File: config.mk
export PLATFORM = sky130hd
export DESIGN_NAME = btn_loader
export DESIGN_NICKNAME = d
export VERILOG_FILES = /design/src/rtl/btn_loader.sv
export SDC_FILE = /design/constraint.sdc
export NUM_CORES = 1
export LEC_CHECK = 0
export CAP_MARGIN = 20
export CORE_UTILIZATION = 52
export CTS_BUF_LIST = sky130_fd_sc_hd__clkbuf_8
export DETAILED_ROUTE_END_ITERATION = 8
export PLACE_DENSITY_LB_ADDON = 0.1
export SLEW_MARGIN = 20
export SYNTH_ARGS = -nofsm -noshare
export SYNTH_HDL_FRONTEND = slang
export SYNTH_SLANG_ARGS = --single-unit
File: constraint.sdc
create_clock -name clk -period 3 [get_ports clk]
set_input_delay 0.6 -clock clk [delete_from_list [all_inputs] [get_ports clk]]
set_output_delay 0.6 -clock clk [all_outputs]
set_load 0.01 [all_outputs]
File: src/rtl/btn_loader.sv
// Board-pin conditioner for the hex counter: synchronizes raw switches and button,
// debounces them and emits a single-cycle load strobe with the captured data.
module btn_loader #(
  parameter int N          = 4,
  parameter int DEB_CYCLES = 500000
) (
  input  logic         clk,
  input  logic         rst,
  input  logic         btn_load,
  input  logic         sw_dir,
  input  logic [N-1:0] sw_data,
  output logic         carga,
  output logic [N-1:0] data_out,
  output logic         decrese,
  output logic         held,
  output logic [1:0]   state_dbg
);

  localparam int CW = $clog2(DEB_CYCLES);
  localparam logic [CW-1:0] CNT_MAX = CW'(DEB_CYCLES - 1);

  typedef enum logic [1:0] {
    IDLE      = 2'd0,
    ARMING    = 2'd1,
    HELD      = 2'd2,
    RELEASING = 2'd3
  } state_t;

  state_t        state;
  logic [CW-1:0] cnt;
  logic [CW-1:0] dcnt;

  logic          btn_meta, btn_s;
  logic          dir_meta, dir_s;
  logic [N-1:0]  data_meta, data_s;

  assign state_dbg = state;

  always_ff @(posedge clk or negedge rst) begin
    if (!rst) begin
      btn_meta  <= 1'b0;
      btn_s     <= 1'b0;
      dir_meta  <= 1'b0;
      dir_s     <= 1'b0;
      data_meta <= '0;
      data_s    <= '0;
    end else begin
      btn_meta  <= btn_load;
      btn_s     <= btn_meta;
      dir_meta  <= sw_dir;
      dir_s     <= dir_meta;
      data_meta <= sw_data;
      data_s    <= data_meta;
    end
  end

  // Load FSM: one strobe per accepted press; a high seen while releasing
  // returns to HELD without re-issuing the strobe.
  always_ff @(posedge clk or negedge rst) begin
    if (!rst) begin
      state    <= IDLE;
      cnt      <= '0;
      carga    <= 1'b0;
      data_out <= '0;
      held     <= 1'b0;
    end else begin
      carga <= 1'b0;
      case (state)
        IDLE: begin
          if (btn_s) begin
            state <= ARMING;
            cnt   <= '0;
          end
        end
        ARMING: begin
          if (!btn_s) begin
            state <= IDLE;
          end else if (cnt == CNT_MAX) begin
            state    <= HELD;
            carga    <= 1'b1;
            data_out <= data_s;
            held     <= 1'b1;
          end else begin
            cnt <= cnt + CW'(1);
          end
        end
        HELD: begin
          if (!btn_s) begin
            state <= RELEASING;
            cnt   <= '0;
          end
        end
        RELEASING: begin
          if (btn_s) begin
            state <= HELD;
          end else if (cnt == CNT_MAX) begin
            state <= IDLE;
            held  <= 1'b0;
          end else begin
            cnt <= cnt + CW'(1);
          end
        end
        default: begin
          state <= IDLE;
          held  <= 1'b0;
        end
      endcase
    end
  end

  // Direction level only follows dir_s after DEB_CYCLES consecutive disagreeing samples.
  always_ff @(posedge clk or negedge rst) begin
    if (!rst) begin
      decrese <= 1'b0;
      dcnt    <= '0;
    end else if (dir_s == decrese) begin
      dcnt <= '0;
    end else if (dcnt == CNT_MAX) begin
      decrese <= dir_s;
      dcnt    <= '0;
    end else begin
      dcnt <= dcnt + CW'(1);
    end
  end

endmodule
==> impl_metrics.ini, run 1 <==
[outcome]
run_status = finished, final reports clean

[worst_setup_path]
critical_path.max_fanout = 6
worstPathArrival_ps = 2490
critPathLaunchType = flip-flop
end_kind = flip-flop
kind_of_critical_path = flip-flop to flip-flop
cp.required_ps = 3220

[clock_network]
tritoncts = yes
cts_num_sinks = 59
path_clk_slew_ps = 70
clock_tree.htree_level_count = 3
ctsHoldBuffers = 0
clk_root_buffer_cell = sky130_fd_sc_hd__clkbuf_8
cts.repair_timing.setup_buffer_count = 0
ctsResizeCount = 0
insertion_delay_ps = 340
numCtsBuffers = 9
clock_tree.buffer_depth = 2

[grt]
grt_pass1_wl_um = 8610
gr-usage-met2_pct = 32.7
globalRouteTotalUtil_pct = 20.6
antenna_found_initial = 0
grt.overflow.total = 0
top_usage_layer = met2
number_of_global_route_vias_before_repair = 1832
grtUsageMet3_pct = 7.94
maximum_number_of_pins_on_one_net_before_global_route_repair = 24
grtUsageMet1_pct = 26.0

[power_and_ir_drop]
leakagePower_nw = 1.40
ir_worst_vdd_v = 0.000419
power_switching_w = 0.000416
total_power_w = 0.00161
internal_power_w = 0.00119
pwr-share-comb_pct = 5.9
netSwitchingFraction_pct = 25.8
sequentialPowerShare_pct = 53.1
power.density_nw_per_um2 = 498
clock_power_share_pct = 41.0

[sta]
max_freq_mhz = 442
setup_clock_skew_after_layout_ps = 7.17
setup_violating_endpoint_count_in_the_final_report = 0
slew_violations = 0
rsz_0062_raised_after_global_routing = no
final-hold-violation-count = 0
max_slew.worst_pin.slew_ps = 755
max-slew-margin-rel_pct = 49.2
post-route-min-period_ps = 2260
fin_tns_setup_ps = 0
final.period_utilization_pct = 75.5

[synth]
yosysWarnings = 0
synth_ff_type = sky130_fd_sc_hd__dfrtp_1
syn_area_sq_um = 2820
synth_cell_types = 49
synth_seq_cells = 59
net_count_after_synthesis = 273
synth_edf_count = 0
synth.yosys.seq_area_share_pct = 52.4
post_synth.cell_area_avg_sq_um = 10.7
async_reset_ff_share_pct = 100
netlist_instances = 263

[detailed_routing]
drt_first_pass_iters = 4
remaining_drc_errors = 0
vias_per_cell = 5.75
drt_iter0_markers = 83
drt.antenna.violating_nets = 0
via_count = 2063
routed_wire_length_per_instance_um = 15.1
wl_um = 5410

[floorplanning]
die_wd_um = 75.6
placeableCoreArea_sq_um = 5170
initial_core_util_pct = 54.5
floorplan.io_pins = 17
fp.dieArea_sq_um = 5720
num_rows = 26
die_height_um = 75.6

[finish]
layout-drive-gt1-share_pct = 13.5
finalNetCount = 294
most-common-layout-cells = sky130_fd_sc_hd__dfrtp_1 (59), sky130_fd_sc_hd__nand2_1 (23), sky130_fd_sc_hd__nor2_1 (21)
layout-area-overhead-vs-synth_pct = 14.6
num_antenna_cells = 0
layout.cells.most_common = sky130_fd_sc_hd__dfrtp_1
finish.instance_area_sq_um = 3230
layout.cells.non_filler = 359

[min_path]
holdCritPathClass = input port to async pin

[place]
cell_count_post_placement = 343
placed_cell_area_sq_um = 3050
detailed_place_hpwl_um = 3710
numPortBuffers = 16
placer_congestion_estimate = 0.814

[run]
maximum_capacitance_violations = 0
## final timing paths
kind | from | endpoint | slack (ps) | depth (start not counted)
hold / removal | rst | cnt[0] | 200 | 1
max in group asynchronous | rst | dcnt[4] | 2150 | 2
hold reg to reg | btn_meta | btn_s | 350 | 0
min in group clk | btn_meta | btn_s | 350 | 0
setup reg to reg | cnt[0] | data_out[0] | 740 | 5
setup / recovery | cnt[0] | data_out[0] | 740 | 5
## registers in the layout (all words and copies together) (netlist names), named ones only
name	count
carga	1
held	1
dcnt	19
data_meta	4
dir_meta	1
dir_s	1
btn_meta	1
decrese	1
cnt	19
data_s	4
btn_s	1
state_dbg	1
data_out	4
## stage by stage
step / hold slack [ps] / util (%) / setup WS, ps
CTS: 200 / 62.5 / 710
floorplan: 304 / - / 955
detailed placement: 336 / 58.9 / 717
global route: 217 / 62.5 / 556
global placement: 332 / 58.9 / 788
finish: 199 / 62.5 / 735
## power by group through the flow
stage	Combinational [W]	Clock, W	Sequential [W]
floorplan	0.0000662	0	0.000855
global placement	0.0000953	0	0.000868
detailed placement	0.0000972	0	0.000869
CTS	0.0000975	0.000681	0.000854
global route	0.000108	0.000718	0.000859
finish	0.0000954	0.000660	0.000855
## metal layers
metal | up-vias | wire length [um]
met5 | - | 0
li1 | 1008 | -
met3 | 6 | 196
met1 | 1014 | 2560
met4 | 0 | 67
met2 | 35 | 2580
## worst max-delay path, cell delays in order (launching register included)
cell,delay (ps)
sky130_fd_sc_hd__dfrtp_1,410
sky130_fd_sc_hd__ha_1,240
sky130_fd_sc_hd__and4_1,300
sky130_fd_sc_hd__nand4b_2,240
sky130_fd_sc_hd__nor4_2,570
sky130_fd_sc_hd__mux2_2,390
## logic make-up (layout without fill, tap and decap cells)
family	after synthesis	count (layout)	synth area share [%]
adder cells (fa/ha/maj)	2	2	0.888
flip-flops	59	59	52.4
AO/OA/AOI/OAI	41	41	11.2
buffers and inverters	20	46	3.20
AND/OR/NAND/NOR	113	113	22.6
XOR/XNOR	15	15	4.66
multiplexers	13	13	5.02
## cells in the mapped netlist (2+ instances only)
master / count / area, sq um
sky130_fd_sc_hd__and2_1: 4 / 25.0
sky130_fd_sc_hd__nor3_1: 7 / 35.0
sky130_fd_sc_hd__inv_1: 8 / 30.0
sky130_fd_sc_hd__xor2_1: 12 / 105
sky130_fd_sc_hd__xnor2_1: 3 / 26.3
sky130_fd_sc_hd__o22ai_1: 3 / 18.8
sky130_fd_sc_hd__ha_1: 2 / 25.0
sky130_fd_sc_hd__a21o_1: 2 / 15.0
sky130_fd_sc_hd__clkbuf_2: 3 / 15.0
sky130_fd_sc_hd__or4bb_1: 2 / 22.5
sky130_fd_sc_hd__a31oi_1: 2 / 12.5
sky130_fd_sc_hd__dfrtp_1: 59 / 1480
sky130_fd_sc_hd__clkbuf_1: 6 / 22.5
sky130_fd_sc_hd__a21oi_1: 6 / 30.0
sky130_fd_sc_hd__and3_1: 3 / 18.8
sky130_fd_sc_hd__nor4_1: 8 / 50.1
sky130_fd_sc_hd__a41o_1: 2 / 20.0
sky130_fd_sc_hd__o41ai_1: 4 / 35.0
sky130_fd_sc_hd__a22o_1: 3 / 26.3
sky130_fd_sc_hd__nor2_1: 21 / 78.8
sky130_fd_sc_hd__nand4_1: 12 / 75.1
sky130_fd_sc_hd__a211o_1: 2 / 17.5
sky130_fd_sc_hd__o31ai_1: 3 / 22.5
sky130_fd_sc_hd__o21ai_0: 6 / 30.0
sky130_fd_sc_hd__or4_1: 4 / 30.0
sky130_fd_sc_hd__and4_1: 3 / 26.3
sky130_fd_sc_hd__nand2_1: 23 / 86.3
sky130_fd_sc_hd__o2bb2ai_1: 3 / 26.3
sky130_fd_sc_hd__mux2_2: 5 / 56.3
sky130_fd_sc_hd__or3_1: 3 / 18.8
sky130_fd_sc_hd__mux2i_1: 7 / 70.1
sky130_fd_sc_hd__nand2b_1: 2 / 12.5
sky130_fd_sc_hd__nand3_1: 14 / 70.1
## area by class of cell
class | instances | area (sq um)
clock buffer | 10 | 138
clock inverter | 6 | 48.8
fill | 415 | 1940
inverter | 9 | 36.3
multi-input combinational | 184 | 1250
sequential | 59 | 1480
tap | 70 | 87.6
timing repair buffer | 21 | 193
No activity file was read; power rests on OpenSTA's default activity.
==> inputs of run 2 (changes only) <==
- clock period: 3 -> 2.05 ns (I/O delays scaled with it)
==> impl_metrics.ini, run 2 (synthesis gave the netlist of run 1 again) <==
[outcome]
run_status = finished, final reports clean

[sta]
fin_tns_setup_ps = 0
max-slew-margin-rel_pct = 68.9
max_freq_mhz = 498
post-route-min-period_ps = 2010
final-hold-violation-count = 0
rsz_0062_raised_after_global_routing = yes
setup_violating_endpoint_count_in_the_final_report = 0
post-route-worst-setup-slack_ps = 43.2
fin_worst_hold_slack_ps = 1.18
max_slew.worst_pin.slew_ps = 466
slew_violations = 0
setup_clock_skew_after_layout_ps = 8.06
final.period_utilization_pct = 97.9

[worst_setup_path]
crit_path_end = decrese
cp.required_ps = 2280
r2r_slack_ps = 40
critPathBufInv = 0
end_kind = flip-flop
kind_of_critical_path = flip-flop to flip-flop
worstReg2RegEnd = decrese
worst_path_largest_cell_delay_ps = 570
critPathLaunchType = flip-flop
worst-path-stages = 4
startpoint_of_the_worst_register_to_register_path = dcnt[12]
critical_path.max_fanout = 4
worstPathArrival_ps = 2240
cp_cell_sequence = or4_1 -> or4_4 -> nor2_4 -> mux2_2
timing.reg2reg.worst_path_depth = 4
critical_path.top_delay_family = simple AND/OR/NAND/NOR gates
crit_path_top_delay_cell = sky130_fd_sc_hd__or4_4
startpoint = dcnt[12]

[run]
maximum_capacitance_violations = 0

[clock_network]
numCtsBuffers = 9
ctsHoldBuffers = 0
clock_tree.htree_level_count = 3
clk_root_buffer_cell = sky130_fd_sc_hd__clkbuf_8
clock_tree.buffer_depth = 2
insertion_delay_ps = 340
cts_num_sinks = 59
path_clk_slew_ps = 70
tritoncts = yes

[detailed_routing]
drt_iter0_markers = 104
drt.antenna.violating_nets = 0
via_count = 2149
vias_per_cell = 5.64
remaining_drc_errors = 0
routed_wire_length_per_instance_um = 15.0
wl_um = 5730
drt_first_pass_iters = 4

[floorplanning]
fp.dieArea_sq_um = 5720
die_height_um = 75.6
num_rows = 26
placeableCoreArea_sq_um = 5170
die_wd_um = 75.6
initial_core_util_pct = 54.5
floorplan.io_pins = 17

[place]
placer_congestion_estimate = 0.781
detailed_place_hpwl_um = 3970
worst_slack_after_detailed_placement_ps = 49.5
cell_count_post_placement = 364
numPortBuffers = 16

[min_path]
holdCritPathClass = input port to async pin

[power_and_ir_drop]
total_power_w = 0.00248
leakagePower_nw = 1.52
power.density_nw_per_um2 = 720
ir_worst_vdd_v = 0.000575

[finish]
layout-area-overhead-vs-synth_pct = 22.0
num_antenna_cells = 0
most-common-layout-cells = sky130_fd_sc_hd__dfrtp_1 (59), sky130_fd_sc_hd__buf_4 (25), sky130_fd_sc_hd__nand2_1 (23)
layout_top_registers = cnt x19, dcnt x19
layout-drive-gt1-share_pct = 19.9
layout.cells.non_filler = 381
layout.cells.most_common = sky130_fd_sc_hd__dfrtp_1
finalNetCount = 316

[grt]
grt.overflow.total = 0
antenna_found_initial = 0
maximum_number_of_pins_on_one_net_before_global_route_repair = 38
globalRouteTotalUtil_pct = 23.0
grt_pass1_wl_um = 9490
number_of_global_route_vias_before_repair = 2047
[run 2: cell types whose count changed in the layout (fill, tap and decap cells not counted)]
cell	previous run	this run
sky130_fd_sc_hd__and4_1	3	2
sky130_fd_sc_hd__and4_2	1	2
sky130_fd_sc_hd__buf_12	0	2
sky130_fd_sc_hd__buf_4	5	25
sky130_fd_sc_hd__bufinv_16	0	1
sky130_fd_sc_hd__clkinv_2	1	3
sky130_fd_sc_hd__clkinv_4	3	0
sky130_fd_sc_hd__clkinvlp_4	0	1
sky130_fd_sc_hd__inv_1	8	9
sky130_fd_sc_hd__inv_6	2	0
sky130_fd_sc_hd__nor2_1	21	20
sky130_fd_sc_hd__nor2_4	0	1
[run 2: cell type report]
class,instances,area (sq um)
Clock buffer,10,138
Fill cell,421,1730
Sequential cell,59,1480
Timing Repair Buffer,43,383
Clock inverter,6,56.3
Inverter,9,36.3
Tap cell,70,87.6
Multi-Input combinational cell,184,1260
[run 2: how the worst min path moves through the flow]
stage,cells past startpoint,start,slack (ps),to
after global routing,1,rst,40,cnt[2]
after floorplan,0,rst,110,async pin
final,1,rst,1,cnt[8]
after CTS,1,rst,20,cnt[2]
after detailed placement,0,data_meta[0],330,data_s[0]
after global placement,0,data_meta[2],330,data_s[2]
[run 2: what timing repair did]
item                                    4_1_cts  5_1_grt
buffers inserted                              0        1
resized for setup                             0        3
endpoints found under the setup margin        0        3
[run 2: per-layer routing]
layer	up-vias	wire length, um	GRT usage, %
li1	1056	-	-
met1	1055	2680	28.4
met2	26	2790	37.9
met3	12	141	4.76
met4	0	128	12.6
met5	-	0	0
[run 2: worst reg2reg max path: stages (launching register included)]
cell and delay (ps):
sky130_fd_sc_hd__dfrtp_1 400, sky130_fd_sc_hd__or4_1 510, sky130_fd_sc_hd__or4_4 570, sky130_fd_sc_hd__nor2_4 90
sky130_fd_sc_hd__mux2_2 320
[run 2: metrics by stage]
stage	util, %	cell area (sq um)
CTS	66.2	3420
global placement	62.4	3230
finish	66.5	3440
floorplan	-	2820
detailed placement	62.4	3230
global route	66.5	3440
[run 2: power breakdown]
part | internal, W | total (W) | leakage, nW | switching (W)
clock | 0.000583 | 0.00105 | 0.103 | 0.000467
sequential | 0.00120 | 0.00124 | 0.789 | 0.0000332
combinational | 0.0000902 | 0.000189 | 0.632 | 0.0000988
